File: config.mk
export PLATFORM = sky130hd
export DESIGN_NAME = axi_master_bridge_flat
export DESIGN_NICKNAME = d
export VERILOG_FILES = /design/src/rtl/axi_pkg.sv /design/src/rtl/axi_master_bridge_if.sv /design/src/rtl/axi_master_bridge.sv /design/src/flat_wrapper.sv
export SDC_FILE = /design/constraint.sdc
export NUM_CORES = 1
export LEC_CHECK = 0
export ABC_CLOCK_PERIOD_IN_PS = 1450
export CAP_MARGIN = 20
export CELL_PAD_IN_SITES_DETAIL_PLACEMENT = 1
export CELL_PAD_IN_SITES_GLOBAL_PLACEMENT = 2
export CORE_MARGIN = 5
export CORE_UTILIZATION = 25
export CTS_BUF_LIST = sky130_fd_sc_hd__clkbuf_16
export DETAILED_ROUTE_END_ITERATION = 12
export DONT_BUFFER_PORTS = 1
export PLACE_DENSITY_LB_ADDON = 0.25
export SYNTH_ARGS = -nofsm -noshare
export SYNTH_HDL_FRONTEND = slang
export SYNTH_SLANG_ARGS = --single-unit
File: constraint.sdc
create_clock -name clk -period 1.45 [get_ports clk]
set_input_delay 0.29 -clock clk [delete_from_list [all_inputs] [get_ports clk]]
set_output_delay 0.29 -clock clk [all_outputs]
set_load 0.01 [all_outputs]
File: src/rtl/axi_pkg.sv
// Shared AXI4 constants and types for the CPU-side master bridge.
package axi_pkg;

    localparam int unsigned ID_W   = 4;
    localparam int unsigned LEN_W  = 4;
    localparam int unsigned ADDR_W = 32;
    localparam int unsigned DATA_W = 32;
    localparam int unsigned STRB_W = DATA_W / 8;

    localparam logic [2:0] SIZE_4B = 3'b010;

    typedef enum logic [1:0] {
        BURST_FIXED = 2'b00,
        BURST_INCR  = 2'b01,
        BURST_WRAP  = 2'b10
    } burst_e;

    typedef enum logic [1:0] {
        RESP_OKAY   = 2'b00,
        RESP_EXOKAY = 2'b01,
        RESP_SLVERR = 2'b10,
        RESP_DECERR = 2'b11
    } resp_e;

    typedef enum logic [2:0] {
        IDLE,
        RD_ADDR,
        RD_DATA,
        WR_REQ,
        WR_RESP
    } state_e;

    // SLVERR and DECERR both carry bit 1; OKAY/EXOKAY are successes.
    function automatic logic resp_is_err(input logic [1:0] resp);
        return resp[1];
    endfunction

endpackage

File: src/rtl/axi_master_bridge_if.sv
// AXI4 master-port signal bundle (AR/R/AW/W/B channels).
interface axi_master_bridge_if #(
    parameter int unsigned ID_W   = 4,
    parameter int unsigned ADDR_W = 32,
    parameter int unsigned DATA_W = 32
);
    logic [ID_W-1:0]     ARID;
    logic [ADDR_W-1:0]   ARADDR;
    logic [3:0]          ARLEN;
    logic [2:0]          ARSIZE;
    logic [1:0]          ARBURST;
    logic                ARVALID;
    logic                ARREADY;

    logic [ID_W-1:0]     RID;
    logic [DATA_W-1:0]   RDATA;
    logic [1:0]          RRESP;
    logic                RLAST;
    logic                RVALID;
    logic                RREADY;

    logic [ID_W-1:0]     AWID;
    logic [ADDR_W-1:0]   AWADDR;
    logic [3:0]          AWLEN;
    logic [2:0]          AWSIZE;
    logic [1:0]          AWBURST;
    logic                AWVALID;
    logic                AWREADY;

    logic [DATA_W-1:0]   WDATA;
    logic [DATA_W/8-1:0] WSTRB;
    logic                WLAST;
    logic                WVALID;
    logic                WREADY;

    logic [ID_W-1:0]     BID;
    logic [1:0]          BRESP;
    logic                BVALID;
    logic                BREADY;

    modport master (
        output ARID, ARADDR, ARLEN, ARSIZE, ARBURST, ARVALID,
        input  ARREADY,
        input  RID, RDATA, RRESP, RLAST, RVALID,
        output RREADY,
        output AWID, AWADDR, AWLEN, AWSIZE, AWBURST, AWVALID,
        input  AWREADY,
        output WDATA, WSTRB, WLAST, WVALID,
        input  WREADY,
        input  BID, BRESP, BVALID,
        output BREADY
    );

    modport slave (
        input  ARID, ARADDR, ARLEN, ARSIZE, ARBURST, ARVALID,
        output ARREADY,
        output RID, RDATA, RRESP, RLAST, RVALID,
        input  RREADY,
        input  AWID, AWADDR, AWLEN, AWSIZE, AWBURST, AWVALID,
        output AWREADY,
        input  WDATA, WSTRB, WLAST, WVALID,
        output WREADY,
        output BID, BRESP, BVALID,
        input  BREADY
    );

endinterface

File: src/rtl/axi_master_bridge.sv
// CPU/cache request port to AXI4 master: single-beat writes, INCR read bursts,
// one outstanding transaction with a fixed ID.
module axi_master_bridge
    import axi_pkg::*;
#(
    parameter logic [3:0]  MASTER_ID = 4'd0,
    parameter int unsigned ADDR_W    = 32,
    parameter int unsigned DATA_W    = 32
) (
    input  logic                clk,
    input  logic                rst_n,

    input  logic                req_valid,
    output logic                req_ready,
    input  logic                req_we,
    input  logic [ADDR_W-1:0]   req_addr,
    input  logic [3:0]          req_len,
    input  logic [DATA_W-1:0]   req_wdata,
    input  logic [DATA_W/8-1:0] req_wstrb,

    output logic                rsp_valid,
    output logic [DATA_W-1:0]   rsp_rdata,
    output logic                rsp_last,
    output logic                rsp_err,

    axi_master_bridge_if.master axi
);

    state_e                state_q, state_d;
    logic [ADDR_W-1:0]     addr_q;
    logic [3:0]            len_q;
    logic [DATA_W-1:0]     wdata_q;
    logic [DATA_W/8-1:0]   wstrb_q;
    logic [3:0]            beat_cnt;
    logic                  beat_ovf_q;
    logic                  aw_done_q;
    logic                  w_done_q;

    logic ar_valid, r_ready, aw_valid, w_valid, b_ready;
    logic req_hs, ar_hs, r_hs, aw_hs, w_hs, b_hs;
    logic beat_err;

    always_comb begin
        state_d   = state_q;
        req_ready = 1'b0;
        ar_valid  = 1'b0;
        r_ready   = 1'b0;
        aw_valid  = 1'b0;
        w_valid   = 1'b0;
        b_ready   = 1'b0;
        unique case (state_q)
            IDLE: begin
                req_ready = 1'b1;
                if (req_valid) state_d = req_we ? WR_REQ : RD_ADDR;
            end
            RD_ADDR: begin
                ar_valid = 1'b1;
                if (axi.ARREADY) state_d = RD_DATA;
            end
            RD_DATA: begin
                r_ready = 1'b1;
                if (axi.RVALID && axi.RLAST) state_d = IDLE;
            end
            WR_REQ: begin
                aw_valid = !aw_done_q;
                w_valid  = !w_done_q;
                if ((aw_done_q || axi.AWREADY) && (w_done_q || axi.WREADY))
                    state_d = WR_RESP;
            end
            WR_RESP: begin
                b_ready = 1'b1;
                if (axi.BVALID) state_d = IDLE;
            end
            default: state_d = IDLE;
        endcase
    end

    assign req_hs = req_valid && req_ready;
    assign ar_hs  = ar_valid && axi.ARREADY;
    assign r_hs   = r_ready  && axi.RVALID;
    assign aw_hs  = aw_valid && axi.AWREADY;
    assign w_hs   = w_valid  && axi.WREADY;
    assign b_hs   = b_ready  && axi.BVALID;

    // Extra beats past len are flagged even without RLAST; beat_ovf_q covers
    // the case where the saturated counter can no longer exceed len.
    assign beat_err = resp_is_err(axi.RRESP)
                    || (axi.RID != MASTER_ID)
                    || (axi.RLAST && (beat_cnt != len_q))
                    || (beat_cnt > len_q)
                    || beat_ovf_q;

    always_ff @(posedge clk or negedge rst_n) begin
        if (!rst_n) state_q <= IDLE;
        else        state_q <= state_d;
    end

    always_ff @(posedge clk or negedge rst_n) begin
        if (!rst_n) begin
            addr_q     <= '0;
            len_q      <= '0;
            wdata_q    <= '0;
            wstrb_q    <= '0;
            beat_cnt   <= '0;
            beat_ovf_q <= 1'b0;
            aw_done_q  <= 1'b0;
            w_done_q   <= 1'b0;
            rsp_valid  <= 1'b0;
            rsp_rdata  <= '0;
            rsp_last   <= 1'b0;
            rsp_err    <= 1'b0;
        end else begin
            rsp_valid <= 1'b0;
            rsp_rdata <= '0;
            rsp_last  <= 1'b0;
            rsp_err   <= 1'b0;

            if (req_hs) begin
                addr_q    <= req_addr;
                len_q     <= req_len;
                wdata_q   <= req_wdata;
                wstrb_q   <= req_wstrb;
                aw_done_q <= 1'b0;
                w_done_q  <= 1'b0;
            end

            if (ar_hs) begin
                beat_cnt   <= '0;
                beat_ovf_q <= 1'b0;
            end

            if (r_hs) begin
                rsp_valid <= 1'b1;
                rsp_rdata <= axi.RDATA;
                rsp_last  <= axi.RLAST;
                rsp_err   <= beat_err;
                if (beat_cnt != 4'hF) beat_cnt <= beat_cnt + 4'd1;
                else if (!axi.RLAST)  beat_ovf_q <= 1'b1;
            end

            if (aw_hs) aw_done_q <= 1'b1;
            if (w_hs)  w_done_q  <= 1'b1;

            if (b_hs) begin
                rsp_valid <= 1'b1;
                rsp_last  <= 1'b1;
                rsp_err   <= resp_is_err(axi.BRESP) || (axi.BID != MASTER_ID);
            end
        end
    end

    assign axi.ARID    = MASTER_ID;
    assign axi.ARADDR  = addr_q;
    assign axi.ARLEN   = len_q;
    assign axi.ARSIZE  = SIZE_4B;
    assign axi.ARBURST = BURST_INCR;
    assign axi.ARVALID = ar_valid;
    assign axi.RREADY  = r_ready;

    assign axi.AWID    = MASTER_ID;
    assign axi.AWADDR  = addr_q;
    assign axi.AWLEN   = 4'd0;
    assign axi.AWSIZE  = SIZE_4B;
    assign axi.AWBURST = BURST_INCR;
    assign axi.AWVALID = aw_valid;

    assign axi.WDATA   = wdata_q;
    assign axi.WSTRB   = wstrb_q;
    assign axi.WLAST   = 1'b1;
    assign axi.WVALID  = w_valid;

    assign axi.BREADY  = b_ready;

endmodule

File: src/flat_wrapper.sv
// flat-port wrapper written by rule: the top's interface ports become plain ports
module axi_master_bridge_flat import axi_pkg::*;
#(
    parameter logic [3:0]  MASTER_ID = 4'd0,
    parameter int unsigned ADDR_W    = 32,
    parameter int unsigned DATA_W    = 32
)
  (clk, rst_n, req_valid, req_ready, req_we, req_addr, req_len, req_wdata, req_wstrb, rsp_valid, rsp_rdata, rsp_last, rsp_err, axi_ARID, axi_ARADDR, axi_ARLEN, axi_ARSIZE, axi_ARBURST, axi_ARVALID, axi_ARREADY, axi_RID, axi_RDATA, axi_RRESP, axi_RLAST, axi_RVALID, axi_RREADY, axi_AWID, axi_AWADDR, axi_AWLEN, axi_AWSIZE, axi_AWBURST, axi_AWVALID, axi_AWREADY, axi_WDATA, axi_WSTRB, axi_WLAST, axi_WVALID, axi_WREADY, axi_BID, axi_BRESP, axi_BVALID, axi_BREADY);
  axi_master_bridge_if #(.ID_W(4), .ADDR_W(ADDR_W), .DATA_W(DATA_W)) axi_i ();
  input  logic clk;
  input  logic rst_n;
  input  logic req_valid;
  output logic req_ready;
  input  logic req_we;
  input  logic [ADDR_W-1:0] req_addr;
  input  logic [3:0] req_len;
  input  logic [DATA_W-1:0] req_wdata;
  input  logic [DATA_W/8-1:0] req_wstrb;
  output logic rsp_valid;
  output logic [DATA_W-1:0] rsp_rdata;
  output logic rsp_last;
  output logic rsp_err;
  output wire logic [$bits(axi_i.ARID)-1:0] axi_ARID;
  output wire logic [$bits(axi_i.ARADDR)-1:0] axi_ARADDR;
  output wire logic [$bits(axi_i.ARLEN)-1:0] axi_ARLEN;
  output wire logic [$bits(axi_i.ARSIZE)-1:0] axi_ARSIZE;
  output wire logic [$bits(axi_i.ARBURST)-1:0] axi_ARBURST;
  output wire logic [$bits(axi_i.ARVALID)-1:0] axi_ARVALID;
  input wire logic [$bits(axi_i.ARREADY)-1:0] axi_ARREADY;
  input wire logic [$bits(axi_i.RID)-1:0] axi_RID;
  input wire logic [$bits(axi_i.RDATA)-1:0] axi_RDATA;
  input wire logic [$bits(axi_i.RRESP)-1:0] axi_RRESP;
  input wire logic [$bits(axi_i.RLAST)-1:0] axi_RLAST;
  input wire logic [$bits(axi_i.RVALID)-1:0] axi_RVALID;
  output wire logic [$bits(axi_i.RREADY)-1:0] axi_RREADY;
  output wire logic [$bits(axi_i.AWID)-1:0] axi_AWID;
  output wire logic [$bits(axi_i.AWADDR)-1:0] axi_AWADDR;
  output wire logic [$bits(axi_i.AWLEN)-1:0] axi_AWLEN;
  output wire logic [$bits(axi_i.AWSIZE)-1:0] axi_AWSIZE;
  output wire logic [$bits(axi_i.AWBURST)-1:0] axi_AWBURST;
  output wire logic [$bits(axi_i.AWVALID)-1:0] axi_AWVALID;
  input wire logic [$bits(axi_i.AWREADY)-1:0] axi_AWREADY;
  output wire logic [$bits(axi_i.WDATA)-1:0] axi_WDATA;
  output wire logic [$bits(axi_i.WSTRB)-1:0] axi_WSTRB;
  output wire logic [$bits(axi_i.WLAST)-1:0] axi_WLAST;
  output wire logic [$bits(axi_i.WVALID)-1:0] axi_WVALID;
  input wire logic [$bits(axi_i.WREADY)-1:0] axi_WREADY;
  input wire logic [$bits(axi_i.BID)-1:0] axi_BID;
  input wire logic [$bits(axi_i.BRESP)-1:0] axi_BRESP;
  input wire logic [$bits(axi_i.BVALID)-1:0] axi_BVALID;
  output wire logic [$bits(axi_i.BREADY)-1:0] axi_BREADY;
  assign axi_ARID = axi_i.ARID;
  assign axi_ARADDR = axi_i.ARADDR;
  assign axi_ARLEN = axi_i.ARLEN;
  assign axi_ARSIZE = axi_i.ARSIZE;
  assign axi_ARBURST = axi_i.ARBURST;
  assign axi_ARVALID = axi_i.ARVALID;
  assign axi_i.ARREADY = axi_ARREADY;
  assign axi_i.RID = axi_RID;
  assign axi_i.RDATA = axi_RDATA;
  assign axi_i.RRESP = axi_RRESP;
  assign axi_i.RLAST = axi_RLAST;
  assign axi_i.RVALID = axi_RVALID;
  assign axi_RREADY = axi_i.RREADY;
  assign axi_AWID = axi_i.AWID;
  assign axi_AWADDR = axi_i.AWADDR;
  assign axi_AWLEN = axi_i.AWLEN;
  assign axi_AWSIZE = axi_i.AWSIZE;
  assign axi_AWBURST = axi_i.AWBURST;
  assign axi_AWVALID = axi_i.AWVALID;
  assign axi_i.AWREADY = axi_AWREADY;
  assign axi_WDATA = axi_i.WDATA;
  assign axi_WSTRB = axi_i.WSTRB;
  assign axi_WLAST = axi_i.WLAST;
  assign axi_WVALID = axi_i.WVALID;
  assign axi_i.WREADY = axi_WREADY;
  assign axi_i.BID = axi_BID;
  assign axi_i.BRESP = axi_BRESP;
  assign axi_i.BVALID = axi_BVALID;
  assign axi_BREADY = axi_i.BREADY;
  axi_master_bridge #(.MASTER_ID(MASTER_ID), .ADDR_W(ADDR_W), .DATA_W(DATA_W)) u_core (.clk(clk), .rst_n(rst_n), .req_valid(req_valid), .req_ready(req_ready), .req_we(req_we), .req_addr(req_addr), .req_len(req_len), .req_wdata(req_wdata), .req_wstrb(req_wstrb), .rsp_valid(rsp_valid), .rsp_rdata(rsp_rdata), .rsp_last(rsp_last), .rsp_err(rsp_err), .axi(axi_i));
endmodule
==> metrics <==
run status=finished, violations left; violations in the final reports=hold timing, setup timing; power density normalized to cell area=2370 nW/um^2; H-tree levels=4; register bit total from synthesis=117; post-synthesis to final-layout area growth=35.6%; global-route wire length before repair=21,000 um; Initial Util=0.252; endpoint type of the worst setup path=register; drt drc=0; Synth async-reset ratio=1.00; TritonCTS clock tree=built; Diodes inserted=0; top-area cell type share of the netlist area=0.556; Hold Worst Slack=-0.425 ns; die extent in y=155 um; netlist area before placement=5270 um^2; post-route fraction of the period consumed by the critical path=1.17; sequential area share after synthesis=0.556; clock transition time at the flip-flop clock pins of the worst setup and hold paths=0.06 ns; most numerous cell types in the synthesized netlist=sky130_fd_sc_hd__dfrtp_1 (117), sky130_fd_sc_hd__mux2_4 (67), sky130_fd_sc_hd__buf_4 (55); slack of the critical path=-0.250 ns; worst path required time=1.74 ns; CP Max Fanout=7; NumNets Final=559; clock period minus worst slack=1.70 ns; total of max-cap violations=0; worst setup timing slack at the placement stage=-0.129 ns; Post-synth EDFFs=0; number of placed I/O pins=294; library cells used by synthesis=41; Yosys warning count=0; gate count after technology mapping=363; post-route antenna net violation count=0; cell type contributing the most total cell area after synthesis=sky130_fd_sc_hd__dfrtp_1; Arrival @ worst endpoint=1.99 ns; maximum operating frequency=588 MHz; DR iter-0 viols=62; share of layout cells above drive strength 1=0.484; global-route usage over all layers=0.115; chip width=155 um; class of the most critical hold timing path=primary input to asynchronous set/reset pin; core region area=20,900 um^2; synthesized area per cell=14.5 um^2; CTS buffer count=17; fill cell count=2,172; estimated wirelength of the detail-placed design=9650 um; post-route cell area=7140 um^2; clock tree skew after final layout=0.00770 ns; final wirelength=14,900 um; clk_lat worst skew=0.41 ns; startpoint kind of the worst setup timing path=register; number of global-route vias before repair=3,435; R2R cell count=7; routed wire length per instance=20.9 um; count leader, synth=sky130_fd_sc_hd__dfrtp_1; most common flop cell mapped by yosys=sky130_fd_sc_hd__dfrtp_1; overflow left after global routing=0; final design utilization=0.342; final weighted congestion of routability-driven global placement=0.738; count of final hold-check violations=117; maximum number of buffers from clock root to sink=2; Static Leak=3.27 nW; Pre-Repair DR Iteration Count=4; clock root buffer master=sky130_fd_sc_hd__clkbuf_16; worst reg2reg startpoint=u_core.state_q[1]; Vias/cell=4.21; leading post-synthesis cells by cell area=sky130_fd_sc_hd__dfrtp_1 (56%), sky130_fd_sc_hd__mux2_4 (19%), sky130_fd_sc_hd__buf_4 (7.8%); Slew Limit Fails=0; RSZ-0062 raised after global routing=yes; Final setup viols=115; maximum number of pins on one net before global-route repair=118; antenna violations before repair=0; post-detailed-placement cell area=5360 um^2; end of the worst register-to-register path=u_core.axi.WDATA[26]; clock sink total=117; setup slack of the worst register-to-register path=-0.25 ns; peak ir drop on the vdd network=0.606 mV; die area=24,100 um^2; path type of the worst setup path=register to register; number of cell rows=53; Vias=3,008; count of port buffers added during placement=0
-- kinds of logic after synthesis --
group	synth area share
muxes	0.197
xor gates and xnor gates	0.00166
buffers and inverters	0.121
AOI/OAI and AO/OA	0.0330
adders and majority gates	0.0119
DFF	0.556
and+or+nand+nor	0.0784
other	0.00143
-- through the flow --
| stage | power [W] | TNS (ns) | instances |
|---|---|---|---|
| detailed placement | 0.0107 | -7.17 | 617 |
| floorplan | 0.0102 | -10.96 | 384 |
| global placement | 0.0105 | -5.10 | 617 |
| CTS | 0.0167 | -19.67 | 699 |
| global route | 0.0178 | -30.26 | 715 |
| finish | 0.0169 | -21.04 | 715 |
-- power by group --
group	leakage [nW]	internal [W]	total, W	switching (W)
clock	0.308	0.00303	0.00453	0.00150
sequential	1.46	0.00457	0.00655	0.00198
combinational	1.50	0.00383	0.00584	0.00201
-- placed cells by master, fill, tap and decap left out, types with 2 or more instances in the layout --
cell,Yosys,layout
sky130_fd_sc_hd__dfrtp_1,117,117
sky130_fd_sc_hd__mux2_4,67,69
sky130_fd_sc_hd__dlygate4sd3_1,0,31
sky130_fd_sc_hd__and2_4,1,25
sky130_fd_sc_hd__conb_1,2,23
sky130_fd_sc_hd__buf_4,55,22
sky130_fd_sc_hd__clkbuf_16,0,21
sky130_fd_sc_hd__buf_6,1,18
sky130_fd_sc_hd__buf_12,8,12
sky130_fd_sc_hd__and2_1,32,8
sky130_fd_sc_hd__o211ai_1,6,6
sky130_fd_sc_hd__nand3_1,6,6
sky130_fd_sc_hd__nand2_1,10,6
sky130_fd_sc_hd__bufinv_16,0,5
sky130_fd_sc_hd__buf_16,0,5
sky130_fd_sc_hd__inv_1,7,4
sky130_fd_sc_hd__a21oi_1,4,4
sky130_fd_sc_hd__clkinv_4,0,4
sky130_fd_sc_hd__o21ai_2,0,3
sky130_fd_sc_hd__ha_1,5,3
sky130_fd_sc_hd__buf_8,0,3
sky130_fd_sc_hd__nand4bb_4,0,2
sky130_fd_sc_hd__inv_2,0,2
sky130_fd_sc_hd__nand2_4,0,2
sky130_fd_sc_hd__nor3b_4,0,2
sky130_fd_sc_hd__nor2_4,0,2
sky130_fd_sc_hd__or4_1,2,2
sky130_fd_sc_hd__nand2_2,0,2
sky130_fd_sc_hd__o22ai_1,2,2
sky130_fd_sc_hd__a22o_1,2,2
sky130_fd_sc_hd__ha_4,0,2
sky130_fd_sc_hd__clkinv_1,0,2
sky130_fd_sc_hd__clkinv_2,0,2
-- final cells by class --
class                           instances  area, um^2  area share
Sequential cell                       117        2930       0.410
Timing Repair Buffer                   95        1200       0.168
Inverter                                7        28.8     0.00403
Multi-Input combinational cell        190        2000       0.281
Clock inverter                         14         210      0.0294
Tap cell                              275         344      0.0482
Clock buffer                           17         425      0.0596
-- sequential cells by signal, summed over array words and instances, names as in the netlist --
signal and count:
u_core.axi.ARADDR 32, u_core.aw_done_q 1, u_core.beat_cnt 4, u_core.axi.WDATA 32, u_core.rsp_valid 1, u_core.axi.ARLEN 4
u_core.beat_ovf_q 1, u_core.rsp_rdata 32, u_core.rsp_err 1, u_core.rsp_last 1, u_core.state_q 3, u_core.axi.WSTRB 4
u_core.w_done_q 1
-- critical path: stages, from the launching register on --
cell	delay, ns
sky130_fd_sc_hd__dfrtp_1	0.40
sky130_fd_sc_hd__buf_6	0.13
sky130_fd_sc_hd__nor3_4	0.16
sky130_fd_sc_hd__and2_4	0.23
sky130_fd_sc_hd__buf_12	0.13
sky130_fd_sc_hd__buf_12	0.11
sky130_fd_sc_hd__buf_16	0.13
sky130_fd_sc_hd__mux2_4	0.29
-- how the worst max path moves through the flow --
stage,endpoint,cells past startpoint,startpoint
after floorplan,u_core.axi.ARADDR[0],6,u_core.state_q[2]
after global placement,u_core.rsp_err,5,u_core.axi.ARLEN[2]
after detailed placement,u_core.axi.WDATA[25],4,u_core.state_q[0]
after CTS,axi_AWVALID,3,u_core.state_q[2]
after global routing,u_core.axi.WDATA[3],7,u_core.state_q[1]
final,u_core.axi.WDATA[26],7,u_core.state_q[1]
-- timing repair --
action | in CTS | in global routing
hold endpoints to repair | 142 | 124
setup endpoints to repair | 102 | 118
gates cloned | 7 | 4
buffers inserted | 20 | 11
pin swaps | 19 | 25
hold buffers | 24 | 7
gates resized for setup | 52 | 45
-- metal layers --
| layer | part of all wire | track usage | routed length, um |
|---|---|---|---|
| met3 | 0.10 | 0.0534 | 1530 |
| met5 | 0 | 0 | 0 |
| met2 | 0.51 | 0.198 | 7660 |
| met1 | 0.37 | 0.126 | 5530 |
| met4 | 0.012 | 0.0362 | 185 |
(Power assumes the default switching activity.)
